--- config.mk ---
export PLATFORM = sky130hd
export DESIGN_NAME = inst_fetch_flat
export DESIGN_NICKNAME = d
export VERILOG_FILES = /design/src/rtl/inst_fetch_pkg.sv /design/src/rtl/inst_fetch_if.sv /design/src/rtl/inst_fetch_ctrl.sv /design/src/rtl/inst_fetch.sv /design/src/flat_wrapper.sv
export SDC_FILE = /design/constraint.sdc
export NUM_CORES = 1
export LEC_CHECK = 0
export ABC_CLOCK_PERIOD_IN_PS = 1600
export CAP_MARGIN = 15
export CORE_ASPECT_RATIO = 1.5
export CORE_MARGIN = 2
export CORE_UTILIZATION = 39
export DETAILED_ROUTE_END_ITERATION = 8
export GPL_ROUTABILITY_DRIVEN = 0
export PLACE_DENSITY = 0.76
export SLEW_MARGIN = 20
export SYNTH_ARGS = -nofsm -noshare
export SYNTH_HDL_FRONTEND = slang
export SYNTH_SLANG_ARGS = --single-unit
--- constraint.sdc ---
create_clock -name i_clk -period 1.6 [get_ports i_clk]
set_input_delay 0.4 -clock i_clk [delete_from_list [all_inputs] [get_ports i_clk]]
set_output_delay 0.4 -clock i_clk [all_outputs]
set_load 0.02 [all_outputs]
--- src/rtl/inst_fetch_pkg.sv ---
// Shared types and constants for the uDLX instruction-fetch stage.
package inst_fetch_pkg;

  localparam int unsigned PcWidth            = 20;
  localparam int unsigned InstrWidth         = 32;
  localparam int unsigned PcIncrementDefault = 4;

  typedef enum logic [1:0] {
    StReq  = 2'd0,
    StWait = 2'd1,
    StFull = 2'd2
  } fetch_state_e;

endpackage

--- src/rtl/inst_fetch_if.sv ---
// Fetch-stage bus: instruction-memory read port, decode-side outputs, execute redirect.
interface inst_fetch_if;
  import inst_fetch_pkg::*;

  logic [PcWidth-1:0]    inst_mem_addr;
  logic                  inst_mem_rd_en;
  logic [InstrWidth-1:0] inst_mem_data;
  logic                  inst_mem_valid;
  logic                  stall;
  logic                  branch_taken;
  logic [PcWidth-1:0]    branch_target;
  logic [InstrWidth-1:0] instruction;
  logic [PcWidth-1:0]    new_pc;
  logic                  inst_valid;

  modport master (
    output inst_mem_addr, inst_mem_rd_en, instruction, new_pc, inst_valid,
    input  inst_mem_data, inst_mem_valid, stall, branch_taken, branch_target
  );

  modport slave (
    input  inst_mem_addr, inst_mem_rd_en, instruction, new_pc, inst_valid,
    output inst_mem_data, inst_mem_valid, stall, branch_taken, branch_target
  );

endinterface

--- src/rtl/inst_fetch_ctrl.sv ---
// Fetch FSM (REQ/WAIT/FULL) plus the flag that drops responses made stale by a redirect.
module inst_fetch_ctrl
  import inst_fetch_pkg::*;
(
  input  logic i_clk,
  input  logic i_rst,
  input  logic i_mem_valid,
  input  logic i_stall,
  input  logic i_branch,
  output logic o_rd_en,
  output logic o_load,
  output logic o_pc_inc,
  output logic o_pc_redirect,
  output logic o_clear_valid
);

  fetch_state_e r_state, w_state_nxt;
  logic         r_discard, w_discard_nxt;

  always_ff @(posedge i_clk) begin
    if (i_rst) begin
      r_state   <= StReq;
      r_discard <= 1'b0;
    end else begin
      r_state   <= w_state_nxt;
      r_discard <= w_discard_nxt;
    end
  end

  always_comb begin
    w_state_nxt   = r_state;
    w_discard_nxt = r_discard;
    o_load        = 1'b0;
    o_pc_inc      = 1'b0;
    o_pc_redirect = 1'b0;
    o_clear_valid = 1'b0;
    if (i_branch) begin
      o_pc_redirect = 1'b1;
      o_clear_valid = 1'b1;
      unique case (r_state)
        StReq: begin
          // The request issued this cycle is still in flight.
          w_discard_nxt = 1'b1;
          w_state_nxt   = StWait;
        end
        StWait: begin
          if (i_mem_valid) begin
            w_discard_nxt = 1'b0;
            w_state_nxt   = StReq;
          end else begin
            w_discard_nxt = 1'b1;
          end
        end
        StFull:  w_state_nxt = StReq;
        default: w_state_nxt = StReq;
      endcase
    end else begin
      unique case (r_state)
        StReq: w_state_nxt = StWait;
        StWait: begin
          if (i_mem_valid) begin
            if (r_discard) begin
              w_discard_nxt = 1'b0;
              w_state_nxt   = StReq;
            end else begin
              o_load      = 1'b1;
              o_pc_inc    = 1'b1;
              w_state_nxt = StFull;
            end
          end
        end
        StFull: begin
          if (!i_stall) begin
            o_clear_valid = 1'b1;
            w_state_nxt   = StReq;
          end
        end
        default: w_state_nxt = StReq;
      endcase
    end
  end

  assign o_rd_en = (r_state == StReq) && !i_rst;

endmodule

--- src/rtl/inst_fetch.sv ---
// uDLX instruction-fetch stage: PC and IF/ID output registers around the fetch FSM.
module inst_fetch
  import inst_fetch_pkg::*;
#(
  parameter int unsigned PcIncrement = PcIncrementDefault
) (
  input logic          i_clk,
  input logic          i_rst,
  inst_fetch_if.master io_bus
);

  localparam logic [PcWidth-1:0] PcStep = PcWidth'(PcIncrement);

  logic [PcWidth-1:0]    r_pc;
  logic [InstrWidth-1:0] r_instruction;
  logic [PcWidth-1:0]    r_new_pc;
  logic                  r_inst_valid;

  logic [PcWidth-1:0] w_pc_plus;
  logic               w_rd_en;
  logic               w_load;
  logic               w_pc_inc;
  logic               w_pc_redirect;
  logic               w_clear_valid;

  inst_fetch_ctrl u_ctrl (
    .i_clk         (i_clk),
    .i_rst         (i_rst),
    .i_mem_valid   (io_bus.inst_mem_valid),
    .i_stall       (io_bus.stall),
    .i_branch      (io_bus.branch_taken),
    .o_rd_en       (w_rd_en),
    .o_load        (w_load),
    .o_pc_inc      (w_pc_inc),
    .o_pc_redirect (w_pc_redirect),
    .o_clear_valid (w_clear_valid)
  );

  // Wraps modulo 2^PcWidth.
  assign w_pc_plus = r_pc + PcStep;

  always_ff @(posedge i_clk) begin
    if (i_rst) begin
      r_pc          <= '0;
      r_instruction <= '0;
      r_new_pc      <= '0;
      r_inst_valid  <= 1'b0;
    end else begin
      if (w_pc_redirect) begin
        r_pc <= io_bus.branch_target;
      end else if (w_pc_inc) begin
        r_pc <= w_pc_plus;
      end
      if (w_load) begin
        r_instruction <= io_bus.inst_mem_data;
        r_new_pc      <= w_pc_plus;
        r_inst_valid  <= 1'b1;
      end else if (w_clear_valid) begin
        r_inst_valid  <= 1'b0;
      end
    end
  end

  assign io_bus.inst_mem_addr  = r_pc;
  assign io_bus.inst_mem_rd_en = w_rd_en;
  assign io_bus.instruction    = r_instruction;
  assign io_bus.new_pc         = r_new_pc;
  assign io_bus.inst_valid     = r_inst_valid;

endmodule

--- src/flat_wrapper.sv ---
// flat-port wrapper written by rule: the top's interface ports become plain ports
module inst_fetch_flat import inst_fetch_pkg::*;
#(
  parameter int unsigned PcIncrement = PcIncrementDefault
)
  (i_clk, i_rst, io_bus_inst_mem_addr, io_bus_inst_mem_rd_en, io_bus_instruction, io_bus_new_pc, io_bus_inst_valid, io_bus_inst_mem_data, io_bus_inst_mem_valid, io_bus_stall, io_bus_branch_taken, io_bus_branch_target);
  inst_fetch_if io_bus_i ();
  input logic i_clk;
  input logic i_rst;
  output wire logic [$bits(io_bus_i.inst_mem_addr)-1:0] io_bus_inst_mem_addr;
  output wire logic [$bits(io_bus_i.inst_mem_rd_en)-1:0] io_bus_inst_mem_rd_en;
  output wire logic [$bits(io_bus_i.instruction)-1:0] io_bus_instruction;
  output wire logic [$bits(io_bus_i.new_pc)-1:0] io_bus_new_pc;
  output wire logic [$bits(io_bus_i.inst_valid)-1:0] io_bus_inst_valid;
  input wire logic [$bits(io_bus_i.inst_mem_data)-1:0] io_bus_inst_mem_data;
  input wire logic [$bits(io_bus_i.inst_mem_valid)-1:0] io_bus_inst_mem_valid;
  input wire logic [$bits(io_bus_i.stall)-1:0] io_bus_stall;
  input wire logic [$bits(io_bus_i.branch_taken)-1:0] io_bus_branch_taken;
  input wire logic [$bits(io_bus_i.branch_target)-1:0] io_bus_branch_target;
  assign io_bus_inst_mem_addr = io_bus_i.inst_mem_addr;
  assign io_bus_inst_mem_rd_en = io_bus_i.inst_mem_rd_en;
  assign io_bus_instruction = io_bus_i.instruction;
  assign io_bus_new_pc = io_bus_i.new_pc;
  assign io_bus_inst_valid = io_bus_i.inst_valid;
  assign io_bus_i.inst_mem_data = io_bus_inst_mem_data;
  assign io_bus_i.inst_mem_valid = io_bus_inst_mem_valid;
  assign io_bus_i.stall = io_bus_stall;
  assign io_bus_i.branch_taken = io_bus_branch_taken;
  assign io_bus_i.branch_target = io_bus_branch_target;
  inst_fetch #(.PcIncrement(PcIncrement)) u_core (.i_clk(i_clk), .i_rst(i_rst), .io_bus(io_bus_i));
endmodule
==> flow_summary.toml, run 1 <==
[status]
status = "finished, final reports clean"

[synth]
synth_fa_ha_area_share_pct = 0.384
ys.flop_type = "dfxtp_1"
yosysTopAreaCellShare_pct = 46.7
synthArstFlopShare_pct = 0
synthesis.area_um2 = 3260
syn_inst = 395
synth_warnings = 0
synthDistinctLibCells = 41
synth_seq_cells = 76
synth_nets = 453
synth_compound_area_share_pct = 16.7
synth_top_cells_by_area = "dfxtp_1 47%, nand2_1 9.6%, a211oi_1 6.0%"
synth_edf_count = 0
yosysSeqAreaShare_pct = 46.7
yosys.area_share.simple_pct = 23.9
synth_mux_area_share_pct = 0.921
synth_top_family_by_area = "simple AND/OR/NAND/NOR gates"
yosys.area.top_type = "dfxtp_1"
synth-xor-area-share_pct = 6.72
syn_area_per_cell_um2 = 8.25

[detailed_routing]
top_layer = "met4"
antenna_left = 0
vias = 3518
dr.pass1.iters = 4
vias_per_cell = 5.24
route.detailed.drc = 0
met2_length_mm = 5.90
wl_met1_mm = 4.06
route.met3.wl_um = 760
drt_wl_total_mm = 11.1
wl_per_cell_um = 16.5
drtIter0Drc = 152

[layout]
areaGrowthSynthToFinish_pct = 80.1
drive_gt1_share_pct = 27.6
n_antenna_cell = 0
fin_nets = 619

[hold_path]
hold_path.class = "reg2reg"

[sta]
whs_ns = 0.451
fmax_mhz = 625
finalHoldViolCount = 0
post-route-period-util_pct = 100
rsz0062_at_grt = "true"
finalCriticalPeriod_ns = 1.60
finalMaxSlewViolations = 0
tns_ns = 0
max_slew_margin_pct = 62.7
fin_worst_skew_ns = 0.00472
tightest_slew_ns = 0.559
finalSetupViolations = 0

[setup_path]
cp_data_arrival_time_ns = 1.84
path_cells = "and4_4 -> nand4_1 -> or4_1 -> a311oi_2"
required_ns = 1.84
slowest_delay_ns = 0.51
cpLargestDelayFamily = "simple AND/OR/NAND/NOR gates"
critPathMaxFanout = 4
end_kind = "register"
setup.worst_path.start_class = "register"
slowest_stage = "or4_1"
crit_type = "reg2reg"
critical_path_buf_inv_count = 0

[floorplan]
start_util_pct = 40.5
io_pins = 131
dieHeight_um = 116
dieArea_um2 = 9120
die_w_um = 78.7
row_count = 40
core_um2 = 8060

[place]
portBuffers = 130
dp_hpwl_mm = 7.09

[clock_tree]
cts.clk_slew.worst_paths_ns = 0.06
cts_sinks = 76
cts_tree = "done"
htree_levels = 3
cts_max_path_buffers = 2
cts_buffers = 9
cts_root_buffer = "clkbuf_16"
clk_latency_ns = 0.33

[global_route]
grt_max_degree = 43
grt-ovfl-total = 0
antenna_found_initial = 0
grtUsageTotal_pct = 22.1
grt_pass1_vias = 3378
grt_pass1_wl_mm = 15.8

[flow_run]
cap_violations = 0

[pwr]
pwr_density_cell_nw_per_um2 = 870
p_leak_nw = 2.48
ir_drop_uv = 757
==> state kept, by name (all words and copies together), names as in the netlist <==
| register | count |
|---|---|
| u_core.io_bus.instruction | 32 |
| u_core.u_ctrl.r_state | 2 |
| u_core.io_bus.inst_valid | 1 |
| u_core.u_ctrl.r_discard | 1 |
| u_core.io_bus.new_pc | 20 |
| u_core.io_bus.inst_mem_addr | 20 |
==> worst register-to-register path, cell delays in order (launching register included) <==
cell      delay (ns)
dfxtp_4         0.37
and4_4          0.23
nand4_1         0.14
or4_1           0.51
a311oi_2        0.25
==> through the flow <==
step	instances	utilization (%)	cell area [um2]	power, mW	setup slack (ns)
after floorplan	395	-	3340	2.44	-0.0982
after global placement	641	62.3	5020	2.86	-0.478
after detailed placement	641	62.3	5020	2.88	-0.515
after CTS	657	65.7	5290	5.01	0.00698
after global routing	671	72.9	5870	5.28	-0.0563
final	671	72.9	5870	5.11	0.000185
==> area by class of cell <==
type / instances / area (um2)
clock buffer: 10 / 239
clock inverter: 6 / 86.3
fill: 612 / 2190
inverter: 4 / 15.0
multi-input combinational: 282 / 1950
sequential: 76 / 1560
tap: 105 / 131
timing repair buffer: 188 / 1880
==> placed cells by master, fill, tap and decap left out, drive strengths merged, types with 10 or more instances in the layout <==
master and count:
clkdlybuf4s50 54, nor3 10, buf 53, clkbuf 17
dfxtp 76, dlygate4sd2 71, nand2 83, nor2 40
a211oi 26, a21oi 38, xnor2 19
==> report_power, final <==
part	leakage, nW	switching [mW]	total [mW]	internal, mW
logic	1.70	0.430	0.860	0.430
registers	0.628	0.0700	2.05	1.98
clock network	0.155	0.793	2.20	1.41
==> cells in the mapped netlist (5+ instances only) <==
master and number:
xor2_1 6, buf_2 5, nand3_1 8, nor2_1 40, nand2_1 83, nor3_1 9, a311oi_1 6, nand4_1 5
a21oi_1 38, xnor2_1 19, clkbuf_1 23, a211oi_1 26, dfxtp_1 76
==> worst paths after layout <==
check                                                      end  slack, ns  cells past startpoint                                          from
setup / recovery  u_core.io_bus.inst_mem_addr[17]$_SDFFE_PP0P_     0.0002                      4  u_core.io_bus.inst_mem_addr[11]$_SDFFE_PP0P_
hold / removal      u_core.io_bus.instruction[21]$_SDFFE_PP0P_       0.45                      2    u_core.io_bus.instruction[21]$_SDFFE_PP0P_
setup reg to reg  u_core.io_bus.inst_mem_addr[17]$_SDFFE_PP0P_     0.0002                      4  u_core.io_bus.inst_mem_addr[11]$_SDFFE_PP0P_
hold reg to reg     u_core.io_bus.instruction[21]$_SDFFE_PP0P_       0.45                      2    u_core.io_bus.instruction[21]$_SDFFE_PP0P_
==> cell families (layout without fill, tap and decap cells) <==
group                      count (synthesis)  in the layout
buffers and inverters                     37            208
and+or+nand+nor                          169            169
xor gates and xnor gates                  25             25
DFF                                       76             76
adders and majority gates                  1              1
AOI/OAI and AO/OA                         84             84
muxes                                      3              3
==> per-layer routing <==
metal | vias up | track usage (%)
met4 | 0 | 10.4
met3 | 33 | 6.39
li1 | 1702 | -
met1 | 1653 | 24.7
met5 | - | 0
met2 | 130 | 38.4
==> repair_timing <==
| action | 4_1_cts | 5_1_grt |
|---|---|---|
| pin swaps | 6 | 39 |
| endpoints found under the setup margin | 128 | 61 |
| setup buffers | 0 | 6 |
| cloned | 0 | 8 |
| resized for setup | 88 | 79 |
| hold buffers | 0 | 0 |
(Power assumes the default switching activity.)
==> run 2: changes to the inputs <==
--- a/config.mk
+++ b/config.mk
@@ -11,6 +11,8 @@
 export CORE_MARGIN = 2
-export CORE_UTILIZATION = 39
+export CORE_UTILIZATION = 56
 export DETAILED_ROUTE_END_ITERATION = 8
+export DONT_BUFFER_PORTS = 1
 export GPL_ROUTABILITY_DRIVEN = 0
-export PLACE_DENSITY = 0.76
+export HOLD_SLACK_MARGIN = 0.02
+export PLACE_DENSITY = 0.74
 export SLEW_MARGIN = 20
--- a/constraint.sdc
+++ b/constraint.sdc
@@ -3,2 +3,2 @@
 set_output_delay 0.4 -clock i_clk [all_outputs]
-set_load 0.02 [all_outputs]
+set_load 0.01 [all_outputs]
==> flow_summary.toml, run 2 (synthesis results as in run 1) <==
[detailed_routing]
route.detailed.drc = 0
drtIter0Drc = 176
dr.pass1.iters = 4
vias_per_cell = 5.77
wl_per_cell_um = 16.4
drt_wl_total_mm = 8.11
antenna_left = 0
vias = 2849

[sta]
fmax_mhz = 627
finalMaxSlewViolations = 0
tightest_slew_ns = 0.268
whs_ns = 0.121
finalSetupViolations = 0
max_slew_margin_pct = 82.1
finalHoldViolCount = 0
fin_worst_skew_ns = 0.00947
finalCriticalPeriod_ns = 1.60
post-route-period-util_pct = 99.8
rsz0062_at_grt = "true"

[layout]
largest_reg_flops = 32
n_antenna_cell = 0
fin_util_pct = 69.3
fin_nets = 475
fin_cells = 494
final_cell_mix = "83 x nand2_1, 62 x dfxtp_1, 39 x nor2_1, 39 x buf_4, 38 x a21oi_1"
final_common_cell = "nand2_1"
drive_gt1_share_pct = 22.3
areaGrowthSynthToFinish_pct = 21.1

[global_route]
grt-ovfl-total = 0
grt_max_degree = 80
grt_pass1_vias = 2860
antenna_found_initial = 0
grt_pass1_wl_mm = 13.0
grtUsageTotal_pct = 25.5

[setup_path]
slowest_stage = "or4_1"
slowest_delay_ns = 0.52
critical_path_buf_inv_count = 1
critPathMaxFanout = 16
end_kind = "register"
crit_type = "reg2reg"
cpLargestDelayFamily = "simple AND/OR/NAND/NOR gates"
required_ns = 1.86
setup.worst_path.start_class = "register"
path_cells = "nand4bb_4 -> buf_12 -> or4_1 -> a311oi_1"
reg2reg_setup_slack_ns = 0.004
cp_data_arrival_time_ns = 1.85

[floorplan]
row_count = 34
dieArea_um2 = 6460
start_util_pct = 57.2
core_um2 = 5700
die_w_um = 66.3
io_pins = 131
dieHeight_um = 97.5

[clock_tree]
ctsHoldBuffers = 0
cts_buffers = 9
cts.clk_slew.worst_paths_ns = 0.08
clk_latency_ns = 0.34
cts_tree = "done"
cts_sinks = 76
htree_levels = 3
cts_root_buffer = "clkbuf_8"
cts_max_path_buffers = 2

[status]
status = "finished, final reports clean"

[pwr]
p_leak_nw = 1.33
p_switching_mw = 1.00
clockPowerShare_pct = 39.2
power_frac_comb_pct = 9.4
ir_drop_uv = 852
p_seq_share_pct = 51.4
p_int_mw = 3.03
swShare_pct = 24.8
pwr_density_cell_nw_per_um2 = 1020

[flow_run]
cap_violations = 0

[hold_path]
hold_path.class = "in2reg"

[place]
dp.cells = 475
dp_hpwl_mm = 5.63
portBuffers = 0
-- run 2: changes by cell type in the layout (fill, tap and decap cells not counted), moves of 14 or more --
cell             change
a21oi_2             -21
clkdlybuf4s50_1     -54
a21oi_1             +21
nand2_1             +14
dlygate4sd2_1       -71
clkbuf_16           -16
-- run 2: worst paths after layout --
kind	startpoint	to	cells after the start
worst max-delay path	u_core.u_ctrl.r_state[1]$_SDFFE_PP0P_	u_core.io_bus.inst_mem_addr[17]$_SDFFE_PP0P_	4
worst max register to register	u_core.u_ctrl.r_state[1]$_SDFFE_PP0P_	u_core.io_bus.inst_mem_addr[17]$_SDFFE_PP0P_	4
worst min register to register	u_core.io_bus.instruction[31]$_SDFFE_PP0P_	u_core.io_bus.instruction[31]$_SDFFE_PP0P_	2
worst min-delay path	i_rst	u_core.io_bus.instruction[24]$_SDFFE_PP0P_	1
-- run 2: cell type report --
| class | instances | area [um2] |
|---|---|---|
| fill | 470 | 1750 |
| inverter | 4 | 15.0 |
| timing repair buffer | 44 | 379 |
| clock inverter | 6 | 88.8 |
| tap | 72 | 90.1 |
| multi-input combinational | 282 | 1700 |
| sequential | 76 | 1550 |
| clock buffer | 10 | 128 |
-- run 2: worst register-to-register path, cell delays in order, from the launching register on --
cell and delay, ns:
dfxtp_1 0.33, nand4bb_4 0.24, buf_12 0.18, or4_1 0.52, a311oi_1 0.25
-- run 2: power groups by stage --
stage,Combinational (mW),Sequential [mW],Clock (mW)
final,0.381,2.07,1.58
after global routing,0.422,2.09,1.69
after floorplan,0.254,2.13,0
after detailed placement,0.367,2.11,0
after CTS,0.369,2.07,1.61
after global placement,0.358,2.11,0
-- run 2: what timing repair did --
item | in CTS | in global routing
cloned | 0 | 0
pin swaps | 0 | 4
setup buffers | 0 | 3
setup endpoints to repair | 5 | 52
resized for setup | 2 | 26
-- run 2: metal layers --
layer	global-route usage [%]	share of wire [%]	vias up	wire, um
met5	0	0	-	0
met4	11.6	1.8	0	147
met3	8.81	7.8	14	633
met2	43.2	52	91	4190
met1	27.7	39	1328	3140
li1	-	-	1416	-
-- run 2: through the flow --
step | worst slack, ns | total power, mW | TNS, ns | area, um2
after floorplan | -0.0575 | 2.38 | -0.118 | 3310
after global placement | 0.0427 | 2.47 | 0 | 3590
after detailed placement | -0.0100 | 2.48 | -0.0128 | 3590
after CTS | -0.0186 | 4.05 | -0.0423 | 3820
after global routing | -0.0933 | 4.19 | -0.299 | 3950
final | 0.00395 | 4.04 | 0 | 3950
==> run 3: changes to the inputs <==
Settings changed: CTS_CLUSTER_SIZE set to 28.
==> results of run 3 <==
Final layout, timing and power as in run 2 (identical DEF).
